--- config.mk ---
export PLATFORM = sky130hd
export DESIGN_NAME = control_unit
export DESIGN_NICKNAME = d
export VERILOG_FILES = /design/src/rtl/control_unit.sv
export SDC_FILE = /design/constraint.sdc
export NUM_CORES = 1
export LEC_CHECK = 0
export ABC_AREA = 1
export BUFFER_PORTS_ARGS = -buffer_cell sky130_fd_sc_hd__clkbuf_2
export CAP_MARGIN = 40
export CELL_PAD_IN_SITES_DETAIL_PLACEMENT = 1
export CELL_PAD_IN_SITES_GLOBAL_PLACEMENT = 1
export CORE_AREA = 2 2 58 60
export DETAILED_ROUTE_END_ITERATION = 12
export DIE_AREA = 0 0 60 62
export PLACE_DENSITY_LB_ADDON = 0.1
export SLEW_MARGIN = 20
export SYNTH_ARGS = -nofsm -noshare
export SYNTH_HDL_FRONTEND = slang
export SYNTH_SLANG_ARGS = --single-unit
--- constraint.sdc ---
create_clock -name CLKb -period 1.5 [get_ports CLKb]
set_input_delay 0 -clock CLKb [delete_from_list [all_inputs] [get_ports CLKb]]
set_output_delay 0 -clock CLKb [all_outputs]
set_load 0.005 [all_outputs]
--- src/rtl/control_unit.sv ---
// control_unit
// Multi-cycle instruction sequencer for the 10-bit processor. It latches an
// instruction word on a rising edge of Exec, then walks through time steps
// T1..T3. In each step it drives the ALU and register-file strobes so that
// exactly one source owns the shared 10-bit bus. All state changes on the
// falling edge of CLKb.
//
// Ports:
//   CLKb  - system clock, active on its negative edge
//   Rstb  - asynchronous active-low reset
//   Exec  - start request (rising edge starts an instruction)
//   INSTR - instruction word: [9:6] opcode, [5:4] Rx, [3:2] Ry, [1:0] unused
//   FN    - ALU function select (opcode while busy, 0 when idle)
//   Ain   - ALU operand-latch strobe
//   Gin   - ALU result-latch strobe
//   Gout  - ALU result onto bus
//   Rin   - one-hot register load enable
//   Rout  - one-hot register bus-drive enable
//   ExtIn - external data onto bus
//   Busy  - instruction in progress (T1..T3)
//   Done  - final step of the current instruction
//   Err   - last accepted opcode was illegal (sticky until next start)
//   Tstep - current time step (0 = T0 .. 3 = T3)
module control_unit (
   input  logic       CLKb,
   input  logic       Rstb,
   input  logic       Exec,
   input  logic [9:0] INSTR,
   output logic [3:0] FN,
   output logic       Ain,
   output logic       Gin,
   output logic       Gout,
   output logic [3:0] Rin,
   output logic [3:0] Rout,
   output logic       ExtIn,
   output logic       Busy,
   output logic       Done,
   output logic       Err,
   output logic [1:0] Tstep
);

   localparam logic [1:0] T0 = 2'd0;
   localparam logic [1:0] T1 = 2'd1;
   localparam logic [1:0] T2 = 2'd2;
   localparam logic [1:0] T3 = 2'd3;

   logic [1:0] state_q, state_d;
   logic [9:0] ir_q, ir_d;
   logic       exec_dly_q, exec_dly_d;
   logic       err_q, err_d;

   logic [3:0] opcode;
   logic [3:0] rx_oh;
   logic [3:0] ry_oh;
   logic       is_load, is_mov, is_bin, is_un, is_ill;
   logic       start;

   // Instruction class decode from the latched opcode
   always_comb begin
      opcode  = ir_q[9:6];
      rx_oh   = 4'b0001 << ir_q[5:4];
      ry_oh   = 4'b0001 << ir_q[3:2];
      is_load = 1'b0;
      is_mov  = 1'b0;
      is_bin  = 1'b0;
      is_un   = 1'b0;
      is_ill  = 1'b0;
      case (opcode)
         4'b0000:                                   is_load = 1'b1;
         4'b0001:                                   is_mov  = 1'b1;
         4'b0010, 4'b0011, 4'b0110, 4'b0111, 4'b1000: is_bin  = 1'b1;
         4'b0100, 4'b0101, 4'b1001, 4'b1010, 4'b1011: is_un   = 1'b1;
         default:                                   is_ill  = 1'b1;
      endcase
   end

   // Moore strobe decode; every strobe is zero in T0 so the bus floats idle
   always_comb begin
      FN    = 4'b0000;
      Ain   = 1'b0;
      Gin   = 1'b0;
      Gout  = 1'b0;
      Rin   = 4'b0000;
      Rout  = 4'b0000;
      ExtIn = 1'b0;
      Done  = 1'b0;
      if (state_q != T0) begin
         FN = opcode;
      end
      case (state_q)
         T1: begin
            if (is_load) begin
               ExtIn = 1'b1;
               Rin   = rx_oh;
               Done  = 1'b1;
            end else if (is_mov) begin
               Rout = ry_oh;
               Rin  = rx_oh;
               Done = 1'b1;
            end else if (is_bin) begin
               Rout = ry_oh;
               Ain  = 1'b1;
            end else if (is_un) begin
               Rout = rx_oh;
               Gin  = 1'b1;
            end else begin
               Done = 1'b1;
            end
         end
         T2: begin
            if (is_bin) begin
               Rout = rx_oh;
               Gin  = 1'b1;
            end else if (is_un) begin
               Gout = 1'b1;
               Rin  = rx_oh;
               Done = 1'b1;
            end
         end
         T3: begin
            if (is_bin) begin
               Gout = 1'b1;
               Rin  = rx_oh;
               Done = 1'b1;
            end
         end
         default: begin
         end
      endcase
   end

   // Sequencing: a fresh Exec edge only counts while idle, and the step
   // after a Done always returns to T0. T3 wraps to T0 as a safety net.
   always_comb begin
      start      = (state_q == T0) && Exec && !exec_dly_q;
      exec_dly_d = Exec;
      ir_d       = ir_q;
      err_d      = err_q;
      state_d    = state_q;
      if (state_q == T0) begin
         if (start) begin
            state_d = T1;
            ir_d    = INSTR;
            err_d   = 1'b0;
         end
      end else if (Done || state_q == T3) begin
         state_d = T0;
      end else begin
         state_d = state_q + 2'd1;
      end
      if (state_q == T1 && is_ill) begin
         err_d = 1'b1;
      end
   end

   always_ff @(negedge CLKb or negedge Rstb) begin
      if (!Rstb) begin
         state_q    <= T0;
         ir_q       <= 10'd0;
         exec_dly_q <= 1'b0;
         err_q      <= 1'b0;
      end else begin
         state_q    <= state_d;
         ir_q       <= ir_d;
         exec_dly_q <= exec_dly_d;
         err_q      <= err_d;
      end
   end

   assign Busy  = (state_q != T0);
   assign Err   = err_q;
   assign Tstep = state_q;

endmodule

==> impl_metrics.prom, run 1 <==
# TYPE chip_impl_metric gauge
chip_impl_metric{name="globalplace.congestion",unit=""} 0.7054
chip_impl_metric{name="via_per_inst",unit=""} 4.460
chip_impl_info{name="rsz0062_at_grt",value="true"} 1
chip_impl_metric{name="vdd_drop_max",unit="mV"} 0.8154
chip_impl_info{name="synth_top_area_cell",value="sky130_fd_sc_hd__dfrtn_1"} 1
chip_impl_metric{name="cts_htree_levels",unit=""} 1
chip_impl_info{name="yosys-top-cells-count",value="sky130_fd_sc_hd__nand2_1 (29), sky130_fd_sc_hd__inv_1 (19), sky130_fd_sc_hd__dfrtn_1 (12)"} 1
chip_impl_metric{name="ctsLongestPathBuffers",unit=""} 2
chip_impl_metric{name="post-route-util",unit="%"} 53.44
chip_impl_metric{name="start_util",unit="%"} 27.15
chip_impl_metric{name="holdBufCountCts",unit=""} 0
chip_impl_metric{name="number_of_detailed_route_iterations_in_the_first_pass",unit=""} 4
chip_impl_metric{name="hold_slack",unit="ns"} 0.2429
chip_impl_info{name="critical_path.startpoint_type",value="flop"} 1
chip_impl_metric{name="synth_edf_count",unit=""} 0
chip_impl_metric{name="placed_cell_area",unit="µm²"} 1431
chip_impl_metric{name="power.static_leakage",unit="nW"} 0.9082
chip_impl_metric{name="path_clk_slew",unit="ns"} 0.05
chip_impl_metric{name="vias_in_the_first_global_route",unit=""} 1124
chip_impl_metric{name="ys_seq_area_share",unit="%"} 34.78
chip_impl_metric{name="cts_made_buffers",unit=""} 3
chip_impl_metric{name="worst_skew_pair.late_latency",unit="ns"} 0.27
chip_impl_info{name="yosys_most_used_dff",value="sky130_fd_sc_hd__dfrtn_1"} 1
chip_impl_metric{name="remaining_drc_errors",unit=""} 0
chip_impl_metric{name="synth.avg_cell_area",unit="µm²"} 7.019
chip_impl_metric{name="dp_slack",unit="ns"} -0.6220
chip_impl_info{name="timing_worst_setup_path_type",value="flop to primary output"} 1
chip_impl_metric{name="yosys_warnings",unit=""} 0
chip_impl_metric{name="antenna_violating_nets_post_route",unit=""} 0
chip_impl_metric{name="wl_per_cell",unit="µm"} 13.04
chip_impl_metric{name="initialDrtViolationCount",unit=""} 25
chip_impl_metric{name="floorplan.io_pins",unit=""} 34
chip_impl_metric{name="totalNegativeSetupSlack",unit="ns"} -17.17
chip_impl_metric{name="p_int",unit="mW"} 2.177
chip_impl_metric{name="detailed_place_hpwl",unit="µm"} 2481
chip_impl_metric{name="core_box_area",unit="µm²"} 3179
chip_impl_metric{name="final_setup_violation_count",unit=""} 32
chip_impl_metric{name="required_arrival_time_at_the_worst_endpoint",unit="ns"} 1.50
chip_impl_metric{name="pwr-share-seq",unit="%"} 16.3
chip_impl_metric{name="pwr_density_cell",unit="nW/µm²"} 2339
chip_impl_metric{name="wirelength",unit="µm"} 3285
chip_impl_metric{name="slew_violations",unit=""} 0
chip_impl_metric{name="grtUsageTotal",unit="%"} 18.64
chip_impl_metric{name="areaGrowthSynthToFinish",unit="%"} 96.81
chip_impl_metric{name="die_area",unit="µm²"} 3720
chip_impl_metric{name="largest_net_degree_at_the_start_of_global_routing",unit=""} 13
chip_impl_metric{name="clkPwrFrac",unit="%"} 4.9
chip_impl_metric{name="antenna_cells_inserted",unit=""} 0
chip_impl_info{name="post_synth_main_area_contributors",value="sky130_fd_sc_hd__dfrtn_1 (35%), sky130_fd_sc_hd__nand2_1 (13%), sky130_fd_sc_hd__inv_1 (8.3%), sky130_fd_sc_hd__ha_1 (7.2%), sky130_fd_sc_hd__nand2_2 (5.8%)"} 1
chip_impl_metric{name="slew-limit-headroom",unit="%"} 79.14
chip_impl_metric{name="vias",unit=""} 1124
chip_impl_metric{name="core.rowCount",unit=""} 21
chip_impl_metric{name="async_reset_ff_share",unit="%"} 100.0
chip_impl_metric{name="die-height",unit="µm"} 62
chip_impl_metric{name="timing_worst_slew_pin_value",unit="ns"} 0.3129
chip_impl_info{name="endpoint_kind",value="primary output"} 1
chip_impl_info{name="violations",value="setup timing"} 1
chip_impl_metric{name="post_route_cells_drive_above_1_share",unit="%"} 66.99
chip_impl_metric{name="netlist_area",unit="µm²"} 863.3
chip_impl_metric{name="synth_largest_type_area_fraction",unit="%"} 34.78
chip_impl_metric{name="worst_ep_arrival_time",unit="ns"} 2.45
chip_impl_metric{name="num-nets-final",unit=""} 226
chip_impl_metric{name="skew",unit="ns"} 0.001132
chip_impl_metric{name="switching_share",unit="%"} 45.24
chip_impl_metric{name="first_pass_grt_wire_length",unit="µm"} 5092
chip_impl_metric{name="drv_cap",unit=""} 0
chip_impl_metric{name="synthDistinctLibCells",unit=""} 20
chip_impl_metric{name="psw",unit="mW"} 1.798
chip_impl_metric{name="critPathMaxFanout",unit=""} 6
chip_impl_info{name="run_status",value="finished, violations left"} 1
chip_impl_info{name="cts_tree",value="built"} 1
chip_impl_metric{name="number_of_antenna_violations_at_the_first_check_in_global_routing",unit=""} 0
chip_impl_metric{name="syn-instance-count",unit=""} 123
chip_impl_metric{name="synth_nets",unit=""} 141
chip_impl_metric{name="layout_setup_ws",unit="ns"} -0.9529
chip_impl_metric{name="hold_viol",unit=""} 0
chip_impl_metric{name="final_design_area_no_fill",unit="µm²"} 1699
chip_impl_metric{name="die_width",unit="µm"} 60
chip_impl_metric{name="seq_cells_post_synth",unit=""} 12
chip_impl_info{name="synth.most_common_cell",value="sky130_fd_sc_hd__nand2_1"} 1
chip_impl_metric{name="io_buffers",unit=""} 31
chip_impl_metric{name="total_congestion_overflow_after_global_routing",unit=""} 0
chip_impl_metric{name="clock_sinks",unit=""} 12
chip_impl_info{name="clockRootBuffer",value="sky130_fd_sc_hd__clkbuf_4"} 1
chip_impl_info{name="timing.hold.worst.class",value="input port to asynchronous set/reset pin"} 1
chip_impl_metric{name="comb_power_share",unit="%"} 78.9
==> flip-flops by register name, summed over array words and instances, names as in the netlist <==
| name | count |
|---|---|
| Err | 1 |
| Tstep | 2 |
| exec_dly_q | 1 |
| ir_q | 8 |
==> metal layers <==
metal	share of wire (%)	global-route usage, %	up-vias
met1	42	22.05	549
met3	2.4	2.070	2
met5	0	0	-
met2	55	35.71	18
li1	-	-	555
met4	0.64	4.762	0
==> cells in the final DEF (no fill, tap or decap), types with 7 or more instances in the layout <==
master and instances:
sky130_fd_sc_hd__nand2_1 16, sky130_fd_sc_hd__o21ai_1 8, sky130_fd_sc_hd__buf_4 38, sky130_fd_sc_hd__nand2_2 16, sky130_fd_sc_hd__clkbuf_2 23, sky130_fd_sc_hd__inv_1 13
sky130_fd_sc_hd__dfrtn_1 12, sky130_fd_sc_hd__buf_6 13, sky130_fd_sc_hd__buf_2 7, sky130_fd_sc_hd__inv_2 10
==> worst max-delay path: stages, from the launching register on <==
cell and delay [ns]:
sky130_fd_sc_hd__dfrtn_1 0.44, sky130_fd_sc_hd__inv_2 0.09, sky130_fd_sc_hd__nor2_4 0.16, sky130_fd_sc_hd__nand2_2 0.08, sky130_fd_sc_hd__nand2_4 0.08, sky130_fd_sc_hd__inv_2 0.05
sky130_fd_sc_hd__o21ai_4 0.17, sky130_fd_sc_hd__nand3_2 0.10, sky130_fd_sc_hd__a21oi_2 0.13, sky130_fd_sc_hd__buf_2 0.11
==> cell families (layout without fill, tap and decap cells) <==
kind of cell,count (synthesis),after routing,share of synthesized area (%)
and+or+nand+nor,62,62,33.48
buffers and inverters,25,108,11.01
AOI/OAI and AO/OA,19,19,13.48
DFF,12,12,34.78
adders and majority gates,5,5,7.246
==> layout make-up <==
| type | count | area, µm² |
|---|---|---|
| well taps | 46 | 57.56 |
| flip-flops and latches | 12 | 300.3 |
| repair buffers | 81 | 581.8 |
| inverters | 24 | 95.09 |
| multi-input cells | 86 | 641.9 |
| fillers | 406 | 1480 |
| clock buffers | 3 | 22.52 |
==> timing repair <==
item / CTS / global route
hold endpoints to repair: 0 / 0
endpoints found under the setup margin: 32 / 32
setup buffers: 7 / 7
resized for setup: 43 / 21
pin swaps: 13 / 8
gates cloned: 1 / 0
==> worst paths after layout <==
| path | from | to | slack, ns | cells after the start |
|---|---|---|---|---|
| worst max-delay path | ir_q[9] | Rout[2] | -0.95 | 9 |
| max in group asynchronous | Rstb | ir_q[6] | 0.99 | 1 |
| worst min-delay path | Rstb | ir_q[4] | 0.24 | 1 |
| min in group CLKb | Err | Err | 0.46 | 1 |
| worst min register to register | Err | Err | 0.46 | 1 |
| worst max register to register | Tstep[0] | Tstep[0] | -0.22 | 11 |
==> stage by stage <==
stage          cells  total power [mW]
3_3_place_gp     238             3.027
3_5_place_dp     238             3.121
5_1_grt          252             4.304
2_1_floorplan    123             1.803
4_1_cts          247             3.741
6_report         252             3.975
==> power groups by stage <==
stage,Clock [mW],Combinational [mW],Sequential [mW]
after global routing,0.216,3.42,0.665
final,0.193,3.14,0.646
after floorplan,0,1.16,0.641
after global placement,0,2.40,0.631
after CTS,0.199,2.90,0.642
after detailed placement,0,2.48,0.645
Note: power is estimated with default switching activity, not from simulation.
==> inputs of run 2 (changes only) <==
--- a/config.mk
+++ b/config.mk
@@ -14,6 +14,7 @@
 export DETAILED_ROUTE_END_ITERATION = 12
 export DIE_AREA = 0 0 60 62
 export PLACE_DENSITY_LB_ADDON = 0.1
+export SETUP_SLACK_MARGIN = 0.15
 export SLEW_MARGIN = 20
 export SYNTH_ARGS = -nofsm -noshare
 export SYNTH_HDL_FRONTEND = slang
==> run 2 against run 1 <==
  * The run still ends with setup timing left
  * Non-clock buffer count up 6
  * Critical path depth down 2
  * Wire length up 5.7%
  * Global-route usage down 1.3 points
  * Clock skew about the same
  * Hold slack better by 0.0039 ns
  * Register-to-register slack worse by 0.02 ns
  * Die area unchanged
  * Sequential cell count unchanged
  * Clock-buffer cell count unchanged
  * Via count up 2.6%
==> impl_metrics.prom, run 2 (same netlist as run 1, synthesis figures left out) <==
# TYPE chip_impl_metric gauge
chip_impl_metric{name="layout_setup_ws",unit="ns"} -0.9538
chip_impl_metric{name="timing_worst_slew_pin_value",unit="ns"} 0.3257
chip_impl_metric{name="dp_slack",unit="ns"} -0.5871
chip_impl_metric{name="die_area",unit="µm²"} 3720
chip_impl_metric{name="first_pass_grt_wire_length",unit="µm"} 4857
chip_impl_metric{name="die_width",unit="µm"} 60
chip_impl_metric{name="vias_in_the_first_global_route",unit=""} 1069
chip_impl_info{name="commonest_cells_after_routing_fill_and_taps_aside",value="sky130_fd_sc_hd__buf_4 (43), sky130_fd_sc_hd__clkbuf_2 (19), sky130_fd_sc_hd__nand2_2 (17)"} 1
chip_impl_metric{name="detailed_place_hpwl",unit="µm"} 2332
chip_impl_info{name="endpoint_kind",value="primary output"} 1
chip_impl_metric{name="vdd_drop_max",unit="mV"} 1.077
chip_impl_metric{name="largest_net_degree_at_the_start_of_global_routing",unit=""} 13
chip_impl_info{name="registers.top_by_ff_count",value="ir_q"} 1
chip_impl_metric{name="hold_viol",unit=""} 0
chip_impl_info{name="timing_worst_setup_path_type",value="flop to primary output"} 1
chip_impl_metric{name="antenna_cells_inserted",unit=""} 0
chip_impl_metric{name="remaining_drc_errors",unit=""} 0
chip_impl_metric{name="wirelength",unit="µm"} 3471
chip_impl_info{name="run_status",value="finished, violations left"} 1
chip_impl_metric{name="areaGrowthSynthToFinish",unit="%"} 106.1
chip_impl_metric{name="wl_per_cell",unit="µm"} 13.45
chip_impl_metric{name="critPathMaxFanout",unit=""} 4
chip_impl_metric{name="layout.filler_cells",unit=""} 395
chip_impl_info{name="violations",value="setup timing"} 1
chip_impl_info{name="clockRootBuffer",value="sky130_fd_sc_hd__clkbuf_4"} 1
chip_impl_metric{name="skew",unit="ns"} 0.0007155
chip_impl_metric{name="hold_slack",unit="ns"} 0.2468
chip_impl_metric{name="multi_input_comb_area",unit="µm²"} 666.9
chip_impl_metric{name="num-nets-final",unit=""} 232
chip_impl_info{name="timing.critical_path.cells",value="nand3_1, nand2_4, inv_2, o21ai_4, nand3_2, a21oi_2, buf_2"} 1
chip_impl_info{name="final_common_cell",value="sky130_fd_sc_hd__buf_4"} 1
chip_impl_metric{name="core.rowCount",unit=""} 21
chip_impl_metric{name="grtUsageTotal",unit="%"} 17.30
chip_impl_metric{name="cts_made_buffers",unit=""} 3
chip_impl_metric{name="drv_cap",unit=""} 0
chip_impl_metric{name="ctsLongestPathBuffers",unit=""} 2
chip_impl_metric{name="crit_buf_inv",unit=""} 2
chip_impl_metric{name="core_box_area",unit="µm²"} 3179
chip_impl_metric{name="initialDrtViolationCount",unit=""} 16
chip_impl_metric{name="sequential_cell_area",unit="µm²"} 300.3
chip_impl_metric{name="slew_violations",unit=""} 0
chip_impl_metric{name="start_util",unit="%"} 27.15
chip_impl_metric{name="pwr_density_cell",unit="nW/µm²"} 2356
chip_impl_metric{name="clock_sinks",unit=""} 12
chip_impl_metric{name="worst_skew_pair.late_latency",unit="ns"} 0.27
chip_impl_metric{name="power.static_leakage",unit="nW"} 0.9386
chip_impl_metric{name="required_arrival_time_at_the_worst_endpoint",unit="ns"} 1.50
chip_impl_metric{name="number_of_detailed_route_iterations_in_the_first_pass",unit=""} 4
chip_impl_metric{name="totalNegativeSetupSlack",unit="ns"} -17.75
chip_impl_metric{name="floorplan.io_pins",unit=""} 34
chip_impl_info{name="timing.hold.worst.class",value="input port to asynchronous set/reset pin"} 1
chip_impl_metric{name="vias",unit=""} 1153
chip_impl_metric{name="path_clk_slew",unit="ns"} 0.05
chip_impl_info{name="critical_path.startpoint_type",value="flop"} 1
chip_impl_metric{name="antenna_violating_nets_post_route",unit=""} 0
chip_impl_metric{name="post_route_cells_drive_above_1_share",unit="%"} 69.81
chip_impl_metric{name="via_per_inst",unit=""} 4.469
chip_impl_info{name="timing.critical_path.max_delay_family",value="flip-flops"} 1
chip_impl_metric{name="timing.critical_path.slowest_cell_delay",unit="ns"} 0.53
chip_impl_info{name="critPathSlowestCell",value="sky130_fd_sc_hd__dfrtn_1"} 1
chip_impl_info{name="rsz0062_at_grt",value="true"} 1
chip_impl_info{name="cts_tree",value="built"} 1
chip_impl_metric{name="number_of_antenna_violations_at_the_first_check_in_global_routing",unit=""} 0
chip_impl_metric{name="final_setup_violation_count",unit=""} 32
chip_impl_metric{name="globalplace.congestion",unit=""} 0.7377
chip_impl_metric{name="slew-limit-headroom",unit="%"} 78.29
chip_impl_metric{name="io_buffers",unit=""} 31
chip_impl_metric{name="post-place-cells",unit=""} 238
chip_impl_metric{name="cts_htree_levels",unit=""} 1
chip_impl_metric{name="total_congestion_overflow_after_global_routing",unit=""} 0
chip_impl_metric{name="worst_ep_arrival_time",unit="ns"} 2.45
chip_impl_metric{name="die-height",unit="µm"} 62
chip_impl_metric{name="instances_no_fill",unit=""} 258
chip_impl_metric{name="largest_register_ff_count",unit=""} 8
==> run 2: layout make-up <==
| type | count | share of cell area [%] |
|---|---|---|
| Sequential cell | 12 | 16.88 |
| Timing Repair Buffer | 87 | 35.79 |
| Inverter | 24 | 5.345 |
| Tap cell | 46 | 3.235 |
| Multi-Input combinational cell | 86 | 37.48 |
| Clock buffer | 3 | 1.266 |
==> run 2: path summary, 6_finish.rpt <==
path,from,endpoint,slack (ns),depth (start not counted)
max in group asynchronous,Rstb,Err,0.98,1
worst max register to register,Tstep[1],Err,-0.24,10
worst min-delay path,Rstb,ir_q[2],0.25,1
worst max-delay path,ir_q[8],Rout[2],-0.95,7
worst min register to register,Err,Err,0.57,2
min in group CLKb,Exec,exec_dly_q,0.51,1
==> run 2: what timing repair did <==
action,in CTS,in global routing
hold buffers,0,0
setup buffers,5,11
endpoints found under the setup margin,32,32
resized for setup,37,35
cloned,1,0
pin swaps,11,13
==> run 2: report_power, final <==
group	internal, mW	switching (mW)	leakage [nW]
registers	0.486	0.150	0.146
clock network	0.0926	0.100	0.0138
logic	1.72	1.64	0.779
total	2.30	1.89	0.939
==> run 2: per-stage QoR <==
step	total power, mW	utilization [%]	area, µm²
6_report	4.192	55.96	1779
5_1_grt	4.524	55.96	1779
4_1_cts	3.670	50.61	1609
3_5_place_dp	3.087	45.18	1436
3_3_place_gp	3.021	45.18	1436
2_1_floorplan	1.811	-	938.4
==> run 2: per-layer routing <==
metal	track usage, %	vias to the layer above	wire, µm
li1	-	571	-
met1	22.18	557	1441
met2	31.83	23	1942
met3	1.863	2	80
met4	2.857	0	6
met5	0	-	0
